[src/rtl/conflict_free_memory_unmap_pkg.sv]
// conflict_free_memory_unmap_pkg: shared lane geometry and the bank-map inverse.
package conflict_free_memory_unmap_pkg;

    localparam int LANES      = 8;
    localparam int OLD_ADDR_W = 10;
    localparam int NEW_ADDR_W = 7;
    localparam int BANK_W     = 3;

    // Forward map stores zone = ^old[9:2]; old[2] is recovered by stripping the parity of old[9:3].
    function automatic logic [OLD_ADDR_W-1:0] addr_unmap(
        input logic [BANK_W-1:0]     bank,
        input logic [NEW_ADDR_W-1:0] new_addr
    );
        return {new_addr, bank[2] ^ (^new_addr), bank[1:0]};
    endfunction

endpackage

[src/rtl/conflict_free_memory_unmap_skid_buffer.sv]
// skid_buffer: output register plus one-entry skid; in_ready comes straight from a flop.
module skid_buffer #(
    parameter int W = 8
) (
    input  logic         clk,
    input  logic         rst_n,
    input  logic         in_valid,
    output logic         in_ready,
    input  logic [W-1:0] in_data,
    output logic         out_valid,
    input  logic         out_ready,
    output logic [W-1:0] out_data
);

    logic         skid_valid;
    logic [W-1:0] skid_data;

    assign in_ready = !skid_valid;

    always_ff @(posedge clk or negedge rst_n) begin
        if (!rst_n) begin
            out_valid  <= 1'b0;
            out_data   <= '0;
            skid_valid <= 1'b0;
            skid_data  <= '0;
        end else if (!out_valid || out_ready) begin
            // Output slot frees up: skid has priority, and in_ready is low whenever it is full.
            out_valid  <= skid_valid || in_valid;
            out_data   <= skid_valid ? skid_data : (in_valid ? in_data : out_data);
            skid_valid <= 1'b0;
        end else if (in_valid && in_ready) begin
            skid_valid <= 1'b1;
            skid_data  <= in_data;
        end
    end

endmodule

[src/rtl/conflict_free_memory_unmap.sv]
// conflict_free_memory_unmap: rebuilds linear coefficient addresses from bank/in-bank pairs,
// flags same-beat bank conflicts and counts output beats per frame.
module conflict_free_memory_unmap
    import conflict_free_memory_unmap_pkg::*;
#(
    parameter int DATA_W    = 16,
    parameter int NUM_BEATS = 128
) (
    input  logic                         clk,
    input  logic                         rst_n,
    input  logic                         in_valid,
    output logic                         in_ready,
    input  logic [LANES*BANK_W-1:0]      bank_number_in,
    input  logic [LANES*NEW_ADDR_W-1:0]  new_address_in,
    input  logic [LANES*DATA_W-1:0]      data_in,
    output logic                         out_valid,
    input  logic                         out_ready,
    output logic [LANES*OLD_ADDR_W-1:0]  old_address_out,
    output logic [LANES*DATA_W-1:0]      data_out,
    output logic [LANES-1:0]             conflict_lanes,
    output logic                         conflict_sticky,
    input  logic                         clear,
    output logic                         frame_done
);

    localparam int CNT_W = NUM_BEATS > 1 ? $clog2(NUM_BEATS) : 1;
    localparam int PAY_W = LANES * (OLD_ADDR_W + DATA_W + 1);

    logic [LANES*OLD_ADDR_W-1:0] old_addr;
    logic [LANES-1:0]            conflict;
    logic [CNT_W-1:0]            beat_cnt;
    logic                        in_fire;
    logic                        out_fire;
    logic                        last_beat;

    always_comb begin
        old_addr = '0;
        conflict = '0;
        for (int i = 0; i < LANES; i++) begin
            old_addr[OLD_ADDR_W*i +: OLD_ADDR_W] = addr_unmap(bank_number_in[BANK_W*i +: BANK_W],
                                                              new_address_in[NEW_ADDR_W*i +: NEW_ADDR_W]);
            for (int j = 0; j < i; j++)
                conflict[i] = conflict[i] | (bank_number_in[BANK_W*i +: BANK_W] == bank_number_in[BANK_W*j +: BANK_W]);
        end
    end

    skid_buffer #(.W(PAY_W)) u_skid (
        .clk       (clk),
        .rst_n     (rst_n),
        .in_valid  (in_valid),
        .in_ready  (in_ready),
        .in_data   ({conflict, data_in, old_addr}),
        .out_valid (out_valid),
        .out_ready (out_ready),
        .out_data  ({conflict_lanes, data_out, old_address_out})
    );

    assign in_fire    = in_valid && in_ready;
    assign out_fire   = out_valid && out_ready;
    assign last_beat  = beat_cnt == CNT_W'(NUM_BEATS - 1);
    assign frame_done = out_fire && last_beat;

    always_ff @(posedge clk or negedge rst_n) begin
        if (!rst_n) begin
            conflict_sticky <= 1'b0;
            beat_cnt        <= '0;
        end else begin
            conflict_sticky <= clear ? 1'b0 : (conflict_sticky || (in_fire && |conflict));
            beat_cnt        <= (clear || (out_fire && last_beat)) ? '0 : beat_cnt + CNT_W'(out_fire);
        end
    end

endmodule
[config.mk]
export PLATFORM = sky130hd
export DESIGN_NAME = conflict_free_memory_unmap
export DESIGN_NICKNAME = d
export VERILOG_FILES = /design/src/rtl/conflict_free_memory_unmap_pkg.sv /design/src/rtl/conflict_free_memory_unmap_skid_buffer.sv /design/src/rtl/conflict_free_memory_unmap.sv
export SDC_FILE = /design/constraint.sdc
export NUM_CORES = 1
export LEC_CHECK = 0
export BUFFER_PORTS_ARGS = -buffer_cell sky130_fd_sc_hd__buf_2
export CORE_MARGIN = 4
export CORE_UTILIZATION = 55
export CTS_BUF_LIST = sky130_fd_sc_hd__clkbuf_8 sky130_fd_sc_hd__clkbuf_16
export CTS_CLUSTER_DIAMETER = 60
export DETAILED_ROUTE_END_ITERATION = 8
export PLACE_DENSITY_LB_ADDON = 0.12
export SETUP_SLACK_MARGIN = 0.1
export SYNTH_ARGS = -nofsm -noshare
export SYNTH_HDL_FRONTEND = slang
export SYNTH_SLANG_ARGS = --single-unit
[constraint.sdc]
create_clock -name clk -period 1.8 [get_ports clk]
set_input_delay 0.18 -clock clk [delete_from_list [all_inputs] [get_ports clk]]
set_output_delay 0.18 -clock clk [all_outputs]
set_load 0.02 [all_outputs]
* After elaboration in Yosys (flattened, before gate mapping)
Index checks and enable logic that the tools add are counted. Widths: inputs -> output; s select.
Storage, ports and cells: logic and storage cells 95, input port bits 213, register bits 441
Operators by class: muxes and demuxes 6, bitwise logic cells 30, equal/unequal tests 29, add/sub/neg operators 1, reduce and logical (&&, ||, !) cells 23
Operators with widths (count):
- $mux 216 | 2
- $eq 3x3->1 | 28
- $reduce_xor 7->1 | 8
- $or 1x1->1 | 21
- $xor 1x1->1 | 8
- $add 7x1->7 | 1
- $eq 7x7->1 const B | 1
- $mux 7 | 1
- $reduce_or 7->1 | 1
- $logic_and 1x1->1 | 4
- $logic_or 1x1->1 | 4
- $reduce_and 2->1 | 2
- $reduce_bool 2->1 | 2
- $mux 1 | 3
- $logic_not 1->1 | 2
- $not 1->1 | 1

* Longest topological paths before layout
depth after elaboration 11, mapped depth 8, gate-level depth less buffers 8

* Hierarchy
From an unflattened synthesis, not the netlist that was laid out.
Unflattened totals: cells, all modules 1406, area, all modules 21231.6 um^2
Modules (own cells, without submodules):
- skid_buffer | area an instance 19144.6 um^2, cells an instance 1161, seq. area each 10860.4 um^2, instances 1
- conflict_free_memory_unmap | area an instance 2087.0 um^2, cells an instance 245, seq. area each 200.2 um^2, instances 1

* Worst setup path before layout
Ideal clock, no wire load.
kind register -> register, start point reg u_skid.out_valid, end point reg beat_cnt[2], path slack 0.097 ns, period minus slack after synthesis 1.703 ns, stages on the path, launching flop included 6, setup time 0.127 ns, path buffers 1, arrival 1.576 ns, path through dfrtp_1 > nand2_1 > nor3_1 > or2_2 > clkbuf_1 > nor2_1
On the way: word-level cells in the longest chain between the ends 4, elaborated cells between the ends (all ways) 5, those cells by class 1 x add/sub; 1 x mux; 3 x reduce/logical
Ends and longest elaborated chain:
- start, declared | line conflict_free_memory_unmap_skid_buffer.sv:10 | output logic out_valid,
- start signal, assigned | line conflict_free_memory_unmap_skid_buffer.sv:28 | out_valid <= skid_valid || in_valid;
- $logic_and 1x1->1 | line conflict_free_memory_unmap.sv:59 | assign out_fire = out_valid && out_ready;
- $logic_and 1x1->1
- named net frame_done | line conflict_free_memory_unmap.sv:23 | output logic frame_done
- $logic_or 1x1->1 | line conflict_free_memory_unmap.sv:69 | beat_cnt <= (clear || (out_fire && last_beat)) ? '0 : beat_cnt + CNT_W'(out_fire);
- $mux 7 | line conflict_free_memory_unmap.sv:69
- end signal, assigned | line conflict_free_memory_unmap.sv:69
- end, declared | line conflict_free_memory_unmap.sv:31 | logic [CNT_W-1:0] beat_cnt;
The timed path passes the listed nets, and every way through them passes these cells. A chain may end at the register's enable or synchronous reset.

* Worst setup path after layout
start point reg u_skid.skid_valid, end point out in_ready
On the way: word-level cells in the longest chain between the ends 1
Ends and longest elaborated chain:
- start, declared | line conflict_free_memory_unmap_skid_buffer.sv:15 | logic skid_valid;
- start signal, assigned | line conflict_free_memory_unmap_skid_buffer.sv:24 | skid_valid <= 1'b0;
- start signal, assigned | line conflict_free_memory_unmap_skid_buffer.sv:30 | skid_valid <= 1'b0;
- start signal, assigned | line conflict_free_memory_unmap_skid_buffer.sv:32 | skid_valid <= 1'b1;
- $logic_not 1->1 | line conflict_free_memory_unmap_skid_buffer.sv:18 | assign in_ready = !skid_valid;
- end, declared | line conflict_free_memory_unmap.sv:12 | output logic in_ready,
Every way passes these cells.

==> impl_results.md <==
- Ports: about 430
- CTS sink cnt: 440
- Site row count: a little under 70
- Clock Skew: around 0.017 ns
- WP data required: between 1.5 and 2 ns
- Total grt overflow: 0
- Die X: between 150 and 200 um
- Min-Delay Endpoint: u_skid.skid_data[70]
- Routed vias/inst: approximately 5.4
- R2R Path Start: u_skid.skid_valid
- Sequential-to-total area share from yosys stat: 0.553
- Maxcap violations: 0
- Status: finished clean
- Initial Utilization: 0.559
- Clock network power share: 0.318
- Pwr/cell area: 1120 nW/um2
- Buf/Inv on CP: 3
- Worst Hold Launch: bank_number_in[21]
- Fin. Hold Viols: 0
- Htree depth: 2
- Post-Route WL: roughly 63 mm
- Gate power share: 0.251
- Net switching power: between 0.009 and 0.01 W
- Port buffer count: ~430
- Cells after Synth: 2102
- Area of the multi-input gates: between 8000 and 9000 um2
- FF-to-FF End: u_skid.skid_data[77]
- Final ANT Viol Nets: 0
- Post-Syn Nets: around 2300
- Post-synth cell types: 37
- Pint: around 0.021 W
- Hold path depth: 4
- RSZ-0062 raised after global routing: true
- Final period util: 0.924
- Setup slack after layout: roughly 0.14 ns
- Iter 0 DRT Violations: approximately 1200
- CTS tree: built
- Core area: around 36000 um2
- Critical path arrival: roughly 1.5 ns
- Post-DP HPWL: 36.4 mm
- Share of layout cells above drive strength 1: 0.224
- Die area: a little under 40000 um2
- Peak Freq: 601 MHz
- Setup Viol. Count Final: 0
- Crit. End Element: output port
- Via count: roughly 17000
- Max rail drop VDD: approximately 780 uV
- Initial antenna violation count: 4
- Die span in y: approximately 200 um
- TritonCTS buffer count: 46
- CP max stage delay: ~0.5 ns
- CP cell instances: buf_16 -> clkinvlp_4 -> buf_6
- Overall routing resource usage: 0.285
- Relative slew slack: 0.657
- Yosys warns: 0
- Synth Area per Inst: 9.48 um2
- Residual DRC count: 0
- Synth Register Bits: 440
- Crit start category: flip-flop
- Synth Cell Area: between 15000 and 20000 um2
- Worst R2R Setup Slack: 0.15 ns
- Fillcell total: between 2000 and 2500
- Reg clk slew, reported paths: around 0.060 ns
- R2R depth: 7
- Largest net degree at the start of global routing: 115
- Worst hold path class: input pin to flip-flop
- Cell depth of the worst setup path: 3
- Register share of total power: 0.432
- Drt pass-1 iters: 5
- Crit-path leading delay family: flip-flops
- Clock tree buffer depth: 3
- Number of global-route vias before repair: 17409
- Area occupied by registers: approximately 11000 um2
- Nets@finish: ~2900
- Worst-Skew Late Latency: ~0.57 ns
- Slowest CP cell: dfrtp_4
- Non-filler cells, final: 3232
- Gp weighted congestion: between 0.8 and 0.9
- WS Path Type: flip-flop to output port
- Worst Hold Slack: 0.0726 ns
- Leakage: 13.6 nW
- DP Cell Count: slightly below 3000
- Slew Viols, Final: 0
- First-pass GRT wire length: roughly 91 mm
- Area delta synth->final: 36.0%
- Setup TNS: 0 ns
- Crit path max fanout: 11
- Worst Tran Pin Value: slightly above 0.5 ns
- Sw Ratio: 0.322
- Drt wl/cell: approximately 20 um
- Post-placement setup slack: 0.157 ns
- Root Buffer: clkbuf_16
- Min Tclk post-route: 1.66 ns
==> layer usage <==
| layer | vias to the layer above | GRT usage | part of all wire |
|---|---|---|---|
| met5 | - | 0 | 0.00011 |
| met4 | 2 | 0.120 | 0.040 |
| met3 | 156 | 0.0599 | 0.080 |
| met2 | 738 | 0.486 | 0.49 |
| met1 | 8544 | 0.356 | 0.39 |
| li1 | 8044 | - | - |
==> worst max-delay path by stage <==
stage	startpoint	endpoint	slack, ns
3_5_place_dp	bank_number_in[14]	conflict_sticky	0.16
6_report	u_skid.skid_valid	in_ready	0.14
4_1_cts	u_skid.skid_valid	u_skid.skid_data[62]	0.03
5_1_grt	beat_cnt[5]	frame_done	0.07
2_1_floorplan	u_skid.out_valid	u_skid.out_data[175]	0.30
3_3_place_gp	bank_number_in[1]	conflict_sticky	0.23
==> cell type report <==
cell class              count  area share
multi-input cells        1512       0.303
repair buffers            728       0.211
diodes                      3    0.000277
clock buffers              57      0.0485
well taps                 461      0.0213
inverters                   6    0.000970
flip-flops and latches    440       0.407
clock inverters            25     0.00827
==> worst register-to-register path: stages, from the launching register on <==
cell	delay (ns)
dfrtp_4	0.51
buf_8	0.18
nor2b_4	0.13
buf_6	0.18
nand2_8	0.14
clkbuf_16	0.22
nand2_1	0.09
nand2_1	0.06
==> placed cells by master (no fill, tap or decap), types with 3 or more instances in the layout <==
master and count:
buf_6 8, xor2_1 38, o21ai_1 41, dlygate4sd3_1 201, buf_8 3, nor3_1 14, xnor2_1 99, a31oi_1 6
buf_12 19, mux2i_1 202, dfrtp_1 439, bufinv_16 4, nand2_8 3, nand2_1 843, a21oi_1 11, clkbuf_4 3
inv_1 14, clkbuf_8 10, buf_16 11, diode_2 3, nor2_1 26, nor4_1 3, o21ai_0 187, buf_2 425
nand3_1 10, clkinv_2 9, clkbuf_16 62, buf_4 41
==> synthesized netlist by cell type (all sizes together) <==
cell | count | share of area
a21oi | 11 | 0.0028
a221oi | 1 | 0.00075
a31oi | 6 | 0.0019
a41oi | 1 | 0.00044
and2 | 3 | 0.00094
and3 | 1 | 0.00031
buf | 104 | 0.031
clkbuf | 42 | 0.0079
conb | 1 | 0.00019
dfrtp | 440 | 0.55
ha | 2 | 0.0013
inv | 6 | 0.0011
mux2 | 2 | 0.0011
mux2i | 202 | 0.10
nand2 | 845 | 0.16
nand2b | 1 | 0.00031
nand3 | 10 | 0.0025
nand4 | 2 | 0.00063
nor2 | 27 | 0.0051
nor2b | 2 | 0.00075
nor3 | 15 | 0.0038
nor4 | 4 | 0.0016
nor4b | 1 | 0.00075
o211ai | 2 | 0.00075
o21ai | 229 | 0.058
o21bai | 1 | 0.00038
o31ai | 1 | 0.00038
or2 | 1 | 0.00031
xnor2 | 99 | 0.044
xor2 | 40 | 0.018
==> registers in the layout (all words and copies together) (netlist names) <==
signal	cells
u_skid.out_data	215
beat_cnt	7
u_skid.skid_data	215
u_skid.skid_valid	1
conflict_sticky	1
u_skid.out_valid	1
==> per-stage QoR <==
step	utilization	total power (W)	cell area [um2]
floorplan	-	0.0172	19900
global placement	0.637	0.0198	22700
detailed placement	0.637	0.0200	22700
CTS	0.741	0.0301	26400
global route	0.760	0.0319	27100
finish	0.760	0.0304	27100
==> timing repair <==
item,in CTS,in global routing
endpoints found under the hold margin,509,0
pin swaps,0,4
resized for setup,8,25
buffers inserted,5,7
endpoints found under the setup margin,2,392
cloned,2,25
hold buffers,201,0
==> power groups by stage <==
stage / combinational (W) / sequential [W] / clock, W
final: 0.00763 / 0.0131 / 0.00967
after floorplan: 0.00303 / 0.0142 / 0
after CTS: 0.00725 / 0.0131 / 0.00981
after global routing: 0.00834 / 0.0133 / 0.0102
after detailed placement: 0.00679 / 0.0132 / 0
after global placement: 0.00661 / 0.0132 / 0
==> cell families (layout without fill, tap and decap cells) <==
logic type / count (synthesis) / count (layout) / share of synthesized area
AND/OR/NAND/NOR: 912 / 914 / 0.176
flip-flops: 440 / 440 / 0.553
AO/OA/AOI/OAI: 252 / 252 / 0.0649
multiplexers: 204 / 204 / 0.103
buffers and inverters: 152 / 816 / 0.0404
XOR/XNOR: 139 / 139 / 0.0619
adder cells (fa/ha/maj): 2 / 2 / 0.00126
other: 1 / 4 / 0.000188
No activity file was read; power rests on OpenSTA's default activity.
